**src/rtl/lcd_sequencer_if.sv**
```systemverilog
// Transfer handshake between lcd_sequencer and the LCD enable-pulse generator.
interface lcd_sequencer_if;
  logic       oStart;
  logic [7:0] oLCD_DATA;
  logic       oLCD_RS;
  logic       oLCD_RW;
  logic       iDone;

  modport master (output oStart, oLCD_DATA, oLCD_RS, oLCD_RW, input iDone);
  modport slave  (input oStart, oLCD_DATA, oLCD_RS, oLCD_RW, output iDone);
endinterface

```
**src/rtl/lcd_sequencer.sv**
```systemverilog
// HD44780-style init + two-line refresh sequencer over a 32-byte character buffer.
// Optional LCD_AUTO_REFRESH_EN: refresh frames run back-to-back without requests.
module lcd_sequencer #(
  parameter int unsigned PWRUP_CYCLES = 1000000,
  parameter int unsigned GAP_CYCLES   = 100000
) (
  input  logic              iCLK,
  input  logic              iRST_N,
  input  logic              iWR,
  input  logic [4:0]        iWR_ADDR,
  input  logic [7:0]        iWR_DATA,
  input  logic              iRefresh,
  lcd_sequencer_if.master   lcd,
  output logic              oBusy,
  output logic              oInit_Done,
  output logic              oFrame_Done
);

  localparam int unsigned MAXC = (PWRUP_CYCLES > GAP_CYCLES) ? PWRUP_CYCLES : GAP_CYCLES;
  localparam int unsigned CW   = $clog2(MAXC + 1);

`ifdef LCD_AUTO_REFRESH_EN
  localparam logic AUTO_REFRESH = 1'b1;
`else
  localparam logic AUTO_REFRESH = 1'b0;
`endif

  typedef enum logic [2:0] {
    S_PWRUP, S_INIT, S_IDLE, S_LOAD, S_START, S_WAIT, S_GAP
  } state_t;

  state_t          state_q, state_d;
  logic [CW-1:0]   cnt_q, cnt_d;
  logic [5:0]      idx_q, idx_d;
  logic            pend_q, pend_d;
  logic            init_done_q, init_done_d;
  logic            frame_done_q, frame_done_d;
  logic            done_q;
  logic [7:0]      data_q, data_d;
  logic            rs_q, rs_d;
  logic [7:0]      buf_q [32];
  logic [7:0]      buf_d [32];

  logic [7:0]      item_data;
  logic            item_rs;
  logic [4:0]      buf_addr;
  logic [7:0]      buf_char;
  logic            start_req;

  // Write-through bypass so a character written during its own LOAD is sent.
  assign buf_char  = (iWR && (iWR_ADDR == buf_addr)) ? iWR_DATA : buf_q[buf_addr];
  assign start_req = pend_q | iRefresh | AUTO_REFRESH;

  always_comb begin
    item_data = '0;
    item_rs   = 1'b0;
    buf_addr  = '0;
    if (!init_done_q) begin
      case (idx_q[1:0])
        2'd0:    item_data = 8'h38;
        2'd1:    item_data = 8'h0C;
        2'd2:    item_data = 8'h01;
        default: item_data = 8'h06;
      endcase
    end else if (idx_q == 6'd0) begin
      item_data = 8'h80;
    end else if (idx_q == 6'd17) begin
      item_data = 8'hC0;
    end else begin
      buf_addr  = (idx_q < 6'd17) ? 5'(idx_q - 6'd1) : 5'(idx_q - 6'd2);
      item_data = buf_char;
      item_rs   = 1'b1;
    end
  end

  always_comb begin
    state_d      = state_q;
    cnt_d        = cnt_q;
    idx_d        = idx_q;
    pend_d       = pend_q;
    init_done_d  = init_done_q;
    frame_done_d = 1'b0;
    data_d       = data_q;
    rs_d         = rs_q;
    buf_d        = buf_q;
    if (iWR) buf_d[iWR_ADDR] = iWR_DATA;

    // Requests before init completes fold into the mandatory post-init refresh.
    if (iRefresh && init_done_q && (state_q != S_IDLE)) pend_d = 1'b1;

    case (state_q)
      S_PWRUP: begin
        if (cnt_q == CW'(PWRUP_CYCLES - 1)) begin
          cnt_d   = '0;
          idx_d   = '0;
          state_d = S_INIT;
        end else begin
          cnt_d = cnt_q + 1'b1;
        end
      end
      S_INIT: begin
        if (idx_q == 6'd4) begin
          init_done_d = 1'b1;
          idx_d       = '0;
        end
        state_d = S_LOAD;
      end
      S_IDLE: begin
        if (start_req) begin
          pend_d  = 1'b0;
          idx_d   = '0;
          state_d = S_LOAD;
        end
      end
      S_LOAD: begin
        data_d  = item_data;
        rs_d    = item_rs;
        state_d = S_START;
      end
      S_START: state_d = S_WAIT;
      S_WAIT: begin
        if (lcd.iDone && !done_q) begin
          cnt_d   = '0;
          state_d = S_GAP;
        end
      end
      S_GAP: begin
        if (cnt_q == CW'(GAP_CYCLES - 1)) begin
          cnt_d = '0;
          idx_d = idx_q + 1'b1;
          if (!init_done_q) begin
            state_d = S_INIT;
          end else if (idx_d == 6'd34) begin
            frame_done_d = 1'b1;
            state_d      = S_IDLE;
          end else begin
            state_d = S_LOAD;
          end
        end else begin
          cnt_d = cnt_q + 1'b1;
        end
      end
      default: state_d = S_PWRUP;
    endcase
  end

  always_ff @(posedge iCLK or negedge iRST_N) begin
    if (!iRST_N) begin
      state_q      <= S_PWRUP;
      cnt_q        <= '0;
      idx_q        <= '0;
      pend_q       <= 1'b0;
      init_done_q  <= 1'b0;
      frame_done_q <= 1'b0;
      done_q       <= 1'b0;
      data_q       <= '0;
      rs_q         <= 1'b0;
      for (int unsigned i = 0; i < 32; i++) buf_q[i] <= 8'h20;
    end else begin
      state_q      <= state_d;
      cnt_q        <= cnt_d;
      idx_q        <= idx_d;
      pend_q       <= pend_d;
      init_done_q  <= init_done_d;
      frame_done_q <= frame_done_d;
      done_q       <= lcd.iDone;
      data_q       <= data_d;
      rs_q         <= rs_d;
      buf_q        <= buf_d;
    end
  end

  assign lcd.oStart    = (state_q == S_START);
  assign lcd.oLCD_DATA = (state_q == S_LOAD) ? item_data : data_q;
  assign lcd.oLCD_RS   = (state_q == S_LOAD) ? item_rs : rs_q;
  assign lcd.oLCD_RW   = 1'b0;
  assign oBusy         = (state_q != S_IDLE) | pend_q | AUTO_REFRESH;
  assign oInit_Done    = init_done_q;
  assign oFrame_Done   = frame_done_q;

endmodule

```
**src/flat_wrapper.sv**
```systemverilog
// flat-port wrapper written by rule: the top's interface ports become plain ports
module lcd_sequencer_flat 
#(
  parameter int unsigned PWRUP_CYCLES = 1000000,
  parameter int unsigned GAP_CYCLES   = 100000
)
  (iCLK, iRST_N, iWR, iWR_ADDR, iWR_DATA, iRefresh, oBusy, oInit_Done, oFrame_Done, lcd_oStart, lcd_oLCD_DATA, lcd_oLCD_RS, lcd_oLCD_RW, lcd_iDone);
  lcd_sequencer_if lcd_i ();
  input  logic iCLK;
  input  logic iRST_N;
  input  logic iWR;
  input  logic [4:0] iWR_ADDR;
  input  logic [7:0] iWR_DATA;
  input  logic iRefresh;
  output logic oBusy;
  output logic oInit_Done;
  output logic oFrame_Done;
  output wire logic [$bits(lcd_i.oStart)-1:0] lcd_oStart;
  output wire logic [$bits(lcd_i.oLCD_DATA)-1:0] lcd_oLCD_DATA;
  output wire logic [$bits(lcd_i.oLCD_RS)-1:0] lcd_oLCD_RS;
  output wire logic [$bits(lcd_i.oLCD_RW)-1:0] lcd_oLCD_RW;
  input wire logic [$bits(lcd_i.iDone)-1:0] lcd_iDone;
  assign lcd_oStart = lcd_i.oStart;
  assign lcd_oLCD_DATA = lcd_i.oLCD_DATA;
  assign lcd_oLCD_RS = lcd_i.oLCD_RS;
  assign lcd_oLCD_RW = lcd_i.oLCD_RW;
  assign lcd_i.iDone = lcd_iDone;
  lcd_sequencer #(.PWRUP_CYCLES(PWRUP_CYCLES), .GAP_CYCLES(GAP_CYCLES)) u_core (.iCLK(iCLK), .iRST_N(iRST_N), .iWR(iWR), .iWR_ADDR(iWR_ADDR), .iWR_DATA(iWR_DATA), .iRefresh(iRefresh), .lcd(lcd_i), .oBusy(oBusy), .oInit_Done(oInit_Done), .oFrame_Done(oFrame_Done));
endmodule
```
**config.mk**
```make
export PLATFORM = sky130hd
export DESIGN_NAME = lcd_sequencer_flat
export DESIGN_NICKNAME = d
export VERILOG_FILES = /design/src/rtl/lcd_sequencer_if.sv /design/src/rtl/lcd_sequencer.sv /design/src/flat_wrapper.sv
export SDC_FILE = /design/constraint.sdc
export NUM_CORES = 1
export LEC_CHECK = 0
export ABC_AREA = 1
export CAP_MARGIN = 20
export CORE_MARGIN = 3
export CORE_UTILIZATION = 25
export CTS_CLUSTER_DIAMETER = 50
export DETAILED_ROUTE_END_ITERATION = 10
export GPL_ROUTABILITY_DRIVEN = 0
export HOLD_SLACK_MARGIN = 0.05
export PLACE_DENSITY = 0.37
export SLEW_MARGIN = 20
export SYNTH_ARGS = -nofsm -noshare
export SYNTH_HDL_FRONTEND = slang
export SYNTH_SLANG_ARGS = --single-unit
export TNS_END_PERCENT = 20
```
**constraint.sdc**
```tcl
create_clock -name iCLK -period 3.65 [get_ports iCLK]
set_input_delay 1.095 -clock iCLK [delete_from_list [all_inputs] [get_ports iCLK]]
set_output_delay 1.095 -clock iCLK [all_outputs]
set_load 0.005 [all_outputs]
```
Yosys cells after proc, flatten, opt, wreduce, memory -nomap -nowiden --
Index checks and enable logic that the tools add are counted. W data, S select, Z words.
Operators by class: add/sub/neg operators 4, magnitude comparators 4, eq/ne operators 20, muxes and demuxes 43, bitwise logic cells 4, reductions and logical operators 15
Operators with widths (number):
- $bwmux W256 | 1
- $mux W8 | 8
- $mux W20 | 3
- $pmux W20 S3 | 1
- $bmux W8 S5 | 1
- $demux W8 S5 | 1
- $mux W6 | 4
- $pmux W6 S4 | 1
- $pmux W3 S7 | 1
- $add A20 B1 Y20 const B | 1
- $eq A20 B17 Y1 const B | 1
- $eq A20 B20 Y1 const B | 1
- $mux W5 | 4
- $pmux W6 S3 | 1
- $mux W3 | 5
- $ge A6 B6 Y1 const B | 2
- $mux W1 | 12
- $not A5 Y6 | 2
- $ne A2 B1 Y1 const B | 5
- $eq A3 B3 Y1 const B | 3
- $add A6 B1 Y6 const B | 1
- $eq A3 B2 Y1 const B | 2
- $eq A6 B3 Y1 const B | 1
- $eq A6 B5 Y1 const B | 1
- 21 further kinds | 27
Storage, ports and cells: bits in registers 298, input bits 18, output and inout bits 14, word-level logic and storage cells 131

Logic depth before layout (Yosys ltp) --
word-level depth 14, gate-level depth with buffers 21, gate-level depth less buffers 19

Worst setup path after synthesis --
OpenSTA, ideal clock, no wires.
path type register to output, start point register u_core.idx_q[0], end point output port lcd_oLCD_DATA[4], arrival time 2.269 ns, required time 2.555 ns, path slack 0.286 ns, stages on the path, launching flop included 19, buffers on the path 1, cells stage by stage dfrtp_1 > inv_1 > ha_1 > inv_1 > nor2_1 > nand2_2 > nand2_1 > nand3_1 > nand2_1 > nand2_1 > nand2_2 > nor2_8 > xor2_1 > nand3_2 > buf_2 > nor2_1 > nor2_1 > nand2_1 > a21oi_1
Between the ends: word-level cells in the longest chain between the ends 14, elaborated cells on any way between the ends 24, those cells by class add/sub: 2; order compare: 1; eq/ne: 4; mux: 13; bitwise: 1; reduce/logical: 3
Ends and longest elaborated chain:
- from (decl) | line lcd_sequencer.sv:34 | logic [5:0] idx_q, idx_d;
- from (signal assigned) | line lcd_sequencer.sv:162 | idx_q <= idx_d;
- $sub A5 B2 Y5, or another cell as far along | line lcd_sequencer.sv:70 | buf_addr = (idx_q < 6'd17) ? 5'(idx_q - 6'd1) : 5'(idx_q - 6'd2);
- $mux W5 | line lcd_sequencer.sv:70
- $mux W5 | line lcd_sequencer.sv:67 | end else if (idx_q == 6'd17) begin
- $mux W5 | line lcd_sequencer.sv:65 | end else if (idx_q == 6'd0) begin
- $mux W5 | line lcd_sequencer.sv:58 | if (!init_done_q) begin
- $not A5 Y6 (not written as such) | line lcd_sequencer.sv:51 | assign buf_char = (iWR && (iWR_ADDR == buf_addr)) ? iWR_DATA : buf_q[buf_addr];
- $bmux W8 S5 | line lcd_sequencer.sv:51
- $mux W8 (not written as such) (2 in series) | line lcd_sequencer.sv:51
- $mux W8 | line lcd_sequencer.sv:51
- $mux W8 | line lcd_sequencer.sv:67
- $mux W8 | line lcd_sequencer.sv:65
- $mux W8 (*) | line lcd_sequencer.sv:58
- $mux W8 (*) | line lcd_sequencer.sv:174 | assign lcd.oLCD_DATA = (state_q == S_LOAD) ? item_data : data_q;
- to (decl) | line flat_wrapper.sv:19 | output wire logic [$bits(lcd_i.oLCD_DATA)-1:0] lcd_oLCD_DATA;
Mark *: on every way between the ends. The rest lies on a longest branch, timed or not. The select of a mux whose other input is x is not followed.

Worst setup path after layout --
start point register u_core.idx_q[5], end point output port lcd_oLCD_DATA[6]
Between the ends: word-level cells in the longest chain between the ends 14, elaborated cells on any way between the ends 18, those cells by class order compare: 1; eq/ne: 2; mux: 12; bitwise: 1; reduce/logical: 2
Ends and longest elaborated chain (line):
- $lt A6 B5 Y1 | lcd_sequencer.sv:70
- $mux W5 | lcd_sequencer.sv:70
- $mux W5 | lcd_sequencer.sv:67
- $mux W5 | lcd_sequencer.sv:65
- $mux W5 | lcd_sequencer.sv:58
- $not A5 Y6 (not written as such) | lcd_sequencer.sv:51
- $bmux W8 S5 | lcd_sequencer.sv:51
- $mux W8 (not written as such) (2 in series) | lcd_sequencer.sv:51
- $mux W8 | lcd_sequencer.sv:51
- $mux W8 | lcd_sequencer.sv:67
- $mux W8 (*) | lcd_sequencer.sv:65
- $mux W8 (*) | lcd_sequencer.sv:58
- $mux W8 (*) | lcd_sequencer.sv:174
Marks and branches as above.

==> results.sh <==
export IMPL_outcome="complete, but fails checks"
export IMPL_violations="setup timing"
export IMPL_post_drt_via_cell_ratio=4.644
export IMPL_worstReg2RegStart="u_core.idx_q[5]"
export IMPL_layout_cell_area_non_filler_sq_um=18750
export IMPL_area_growth_synth_to_final_pct=29.51
export IMPL_mapped_area_sq_um=14480
export IMPL_tritoncts="built"
export IMPL_cts_root_buffer="sky130_fd_sc_hd__clkbuf_16"
export IMPL_worst_ep_arrival_time_ns=3.35
export IMPL_post_synth_top_area_share=0.4597
export IMPL_antenna_violating_nets_post_route=0
export IMPL_rows=87
export IMPL_synth_nets=1868
export IMPL_final_setup_skew_ns=0.02246
export IMPL_start_util=0.2549
export IMPL_clock_fmax_mhz=224.8
export IMPL_critPathLaunchType="register"
export IMPL_clockBufferDepth=3
export IMPL_synth_sequential_area_ratio=0.5177
export IMPL_vdd_drop_max_mv=0.3215
export IMPL_hold_path_class="register to register"
export IMPL_finalSetupViolations=8
export IMPL_h_tree_depth=2
export IMPL_timing_final_ws_setup_ns=-0.7981
export IMPL_yosys_warnings=0
export IMPL_floorplan_die_height_microns=246.7
export IMPL_grt_overflow=0
export IMPL_design_die_area_sq_um=60850
export IMPL_worst_setup_path_endpoint="lcd_oLCD_DATA[6]"
export IMPL_avgSynthCellArea_sq_um=7.866
export IMPL_finalCritPeriodShare=1.219
export IMPL_globalRouteTotalUtil=0.1733
export IMPL_cpMostUsedCell="sky130_fd_sc_hd__nand2_1"
export IMPL_placement_cell_area_sq_um=16620
export IMPL_crit_path_start="u_core.idx_q[5]"
export IMPL_grt_pass1_wl_mm=80.32
export IMPL_report_final_hold_viol_count=0
export IMPL_via_count=12837
export IMPL_final_max_slew_viol_count=0
export IMPL_layoutNonFillerInstCount=2764
export IMPL_power_leakage_nw=8.421
export IMPL_synth_commonest_cells="578 x sky130_fd_sc_hd__nand2_1, 277 x sky130_fd_sc_hd__o21ai_0, 266 x sky130_fd_sc_hd__dfrtp_1, 239 x sky130_fd_sc_hd__nand3_1, 99 x sky130_fd_sc_hd__inv_1"
export IMPL_timing_max_slew_rel_slack=0.4576
export IMPL_worst_setup_path_type="register to primary output"
export IMPL_maxCapViolCount=0
export IMPL_dr_first_iter_drc_count=916
export IMPL_cts_made_buffers=45
export IMPL_worstPathRequired_ns=2.55
export IMPL_worst_skew_pair_late_latency_ns=0.58
export IMPL_clock_sinks=298
export IMPL_synth_edf_count=0
export IMPL_fp_coreArea_sq_um=56820
export IMPL_route_final_wire_length_mm=52.37
export IMPL_finalWorstPathRequiredPeriod_ns=4.448
export IMPL_die_extent_in_x_microns=246.7
export IMPL_number_of_instances_in_the_placed_design=2664
export IMPL_post_synth_top_area_cell="sky130_fd_sc_hd__dfrtp_1"
export IMPL_hpwlAfterDp_mm=34.00
export IMPL_cell_count_along_the_critical_path=18
export IMPL_n_fill_cell=6055
export IMPL_worst_path_dominant_cell_family="simple AND/OR/NAND/NOR gates"
export IMPL_route_detailed_drc=0
export IMPL_numnets_final=1999
export IMPL_cp_num_buf_inv=5
export IMPL_drt_first_pass_iters=5
export IMPL_port_buffers=30
export IMPL_worstReg2RegEnd="u_core.data_q[5]"
export IMPL_ys_top_cells_by_area="sky130_fd_sc_hd__dfrtp_1 46%, sky130_fd_sc_hd__nand2_1 15%, sky130_fd_sc_hd__o21ai_0 9.6%, sky130_fd_sc_hd__nand3_1 8.3%, sky130_fd_sc_hd__dfstp_2 5.8%"
export IMPL_clkSlewWorstSetupHoldPaths_ns=0.05
export IMPL_worstRegToRegCells=17
export IMPL_grt_setup_unrepaired="yes"
export IMPL_post_synthesis_cells=1841
export IMPL_synth_seq_cells=298
export IMPL_layout_drive_gt1_share=0.1838
export IMPL_regToRegSetupSlack_ns=0.84
export IMPL_ys_types=42
export IMPL_diodes=0
export IMPL_critical_path_max_stage_delay_ns=0.44
export IMPL_worstPathCellList="nor2_1 > inv_2 > nand3_2 > nand2_2 > nor2_4 > clkbuf_16 > buf_12 > buf_6 > nand2_2 > o211ai_1 > nand3_1 > nand3_2 > nand3_4 > nand3_4 > nand2_1 > nand2_1 > nand2_1 > clkbuf_2"
export IMPL_postCtsHoldBufs=0
export IMPL_power_density_nw_per_um2=634.9
export IMPL_postSynth_asyncResetShare=1.000
export IMPL_critical_path_max_fanout=8
export IMPL_grt_start_max_net_pins=79
export IMPL_slowest_cell_on_the_critical_path="sky130_fd_sc_hd__dfrtp_1"
export IMPL_critPathCaptureType="primary output"
export IMPL_number_of_antenna_violations_at_the_first_check_in_global_routing=2
export IMPL_pin_count=32
export IMPL_detail_route_wl_per_cell_microns=18.95
export IMPL_slew_at_the_pin_closest_to_its_max_slew_limit_ns=0.8032
export IMPL_yosysMostFrequentCell="sky130_fd_sc_hd__nand2_1"
export IMPL_synth_top_flop_cell="sky130_fd_sc_hd__dfrtp_1"
export IMPL_number_of_global_route_vias_before_repair=12731
[worst register-to-register path, delay by kind of cell (launching register included)]
kind            cells  cell delay (ns)
simple gates       11             1.40
buf+inv             5             0.74
flops               1             0.44
compound gates      1             0.18
[where the power goes]
group | leakage [nW] | internal [W] | switching [W]
sequential | 3.77 | 0.00402 | 0.000381
combinational | 3.92 | 0.00122 | 0.00186
clock | 0.736 | 0.00275 | 0.00167
total | 8.42 | 0.00799 | 0.00392
[cells by family after synthesis]
group	synth area share
DFF	0.5177
xor gates and xnor gates	0.006653
muxes	0.0007775
AOI/OAI and AO/OA	0.1184
other	0.0002590
and+or+nand+nor	0.2858
adders and majority gates	0.007776
buffers and inverters	0.06264
[repair_timing]
| action | CTS | global route |
|---|---|---|
| setup buffers | 1 | 10 |
| setup endpoints to repair | 9 | 9 |
| gates resized for setup | 39 | 63 |
| cloned | 1 | 5 |
| pin swaps | 3 | 24 |
[how the worst min path moves through the flow]
stage,from,to,slack [ns],cells after the start
floorplan,u_core.buf_q[72],u_core.buf_q[72],0.45,2
global placement,u_core.buf_q[72],u_core.buf_q[72],0.46,2
detailed placement,u_core.data_q[7],u_core.data_q[7],0.47,2
CTS,u_core.data_q[7],u_core.data_q[7],0.48,2
global route,u_core.buf_q[74],u_core.buf_q[74],0.49,2
finish,u_core.data_q[7],u_core.data_q[7],0.47,2
[final cells by class]
class                      instances  area [sq um]  area share
inverter                         108         405.4     0.02162
multi-input combinational       1325          6456      0.3443
clock inverter                    20         267.8     0.01428
tap                              756         945.9     0.05044
timing repair buffer             194          1938      0.1033
clock buffer                      63          1244     0.06632
sequential                       298          7497      0.3998
[flip-flops by register name, summed over array words and instances, names as in the netlist]
signal and cells:
u_core.buf_q 256, u_core.cnt_q 20, u_core.data_q 8, u_core.done_q 1
u_core.idx_q 6, u_core.oFrame_Done 1, u_core.oInit_Done 1, u_core.pend_q 1
u_core.rs_q 1, u_core.state_q 3
[layout by cell type (no fill, tap or decap), drive strengths merged, types with 26 or more instances in the layout]
cell | netlist | layout
buf | 48 | 162
dfstp | 32 | 32
dfrtp | 266 | 266
o21ai | 278 | 278
nand3 | 245 | 245
nand2 | 582 | 582
nor2 | 100 | 100
inv | 107 | 111
clkbuf | 62 | 70
nor3 | 26 | 26
a21oi | 32 | 32
[metal layers]
metal,GRT usage,vias up,wire length [microns]
li1,-,6319,-
met1,0.2542,6223,26130
met2,0.2634,234,22980
met3,0.02971,59,2221
met4,0.04403,2,1029
met5,0,-,13
[metrics by stage]
stage	hold slack [ns]	utilization	TNS (ns)	power (W)	setup WS [ns]
6_report	0.4702	0.3301	-5.959	0.01191	-0.7981
5_1_grt	0.4910	0.3301	-7.406	0.01268	-0.9593
4_1_cts	0.4816	0.3228	-8.845	0.01192	-1.151
3_5_place_dp	0.4681	0.2925	-5.244	0.007300	-0.6969
3_3_place_gp	0.4646	0.2925	-5.338	0.007286	-0.6965
2_1_floorplan	0.4468	-	0	0.006008	0.2863
(Power assumes the default switching activity.)
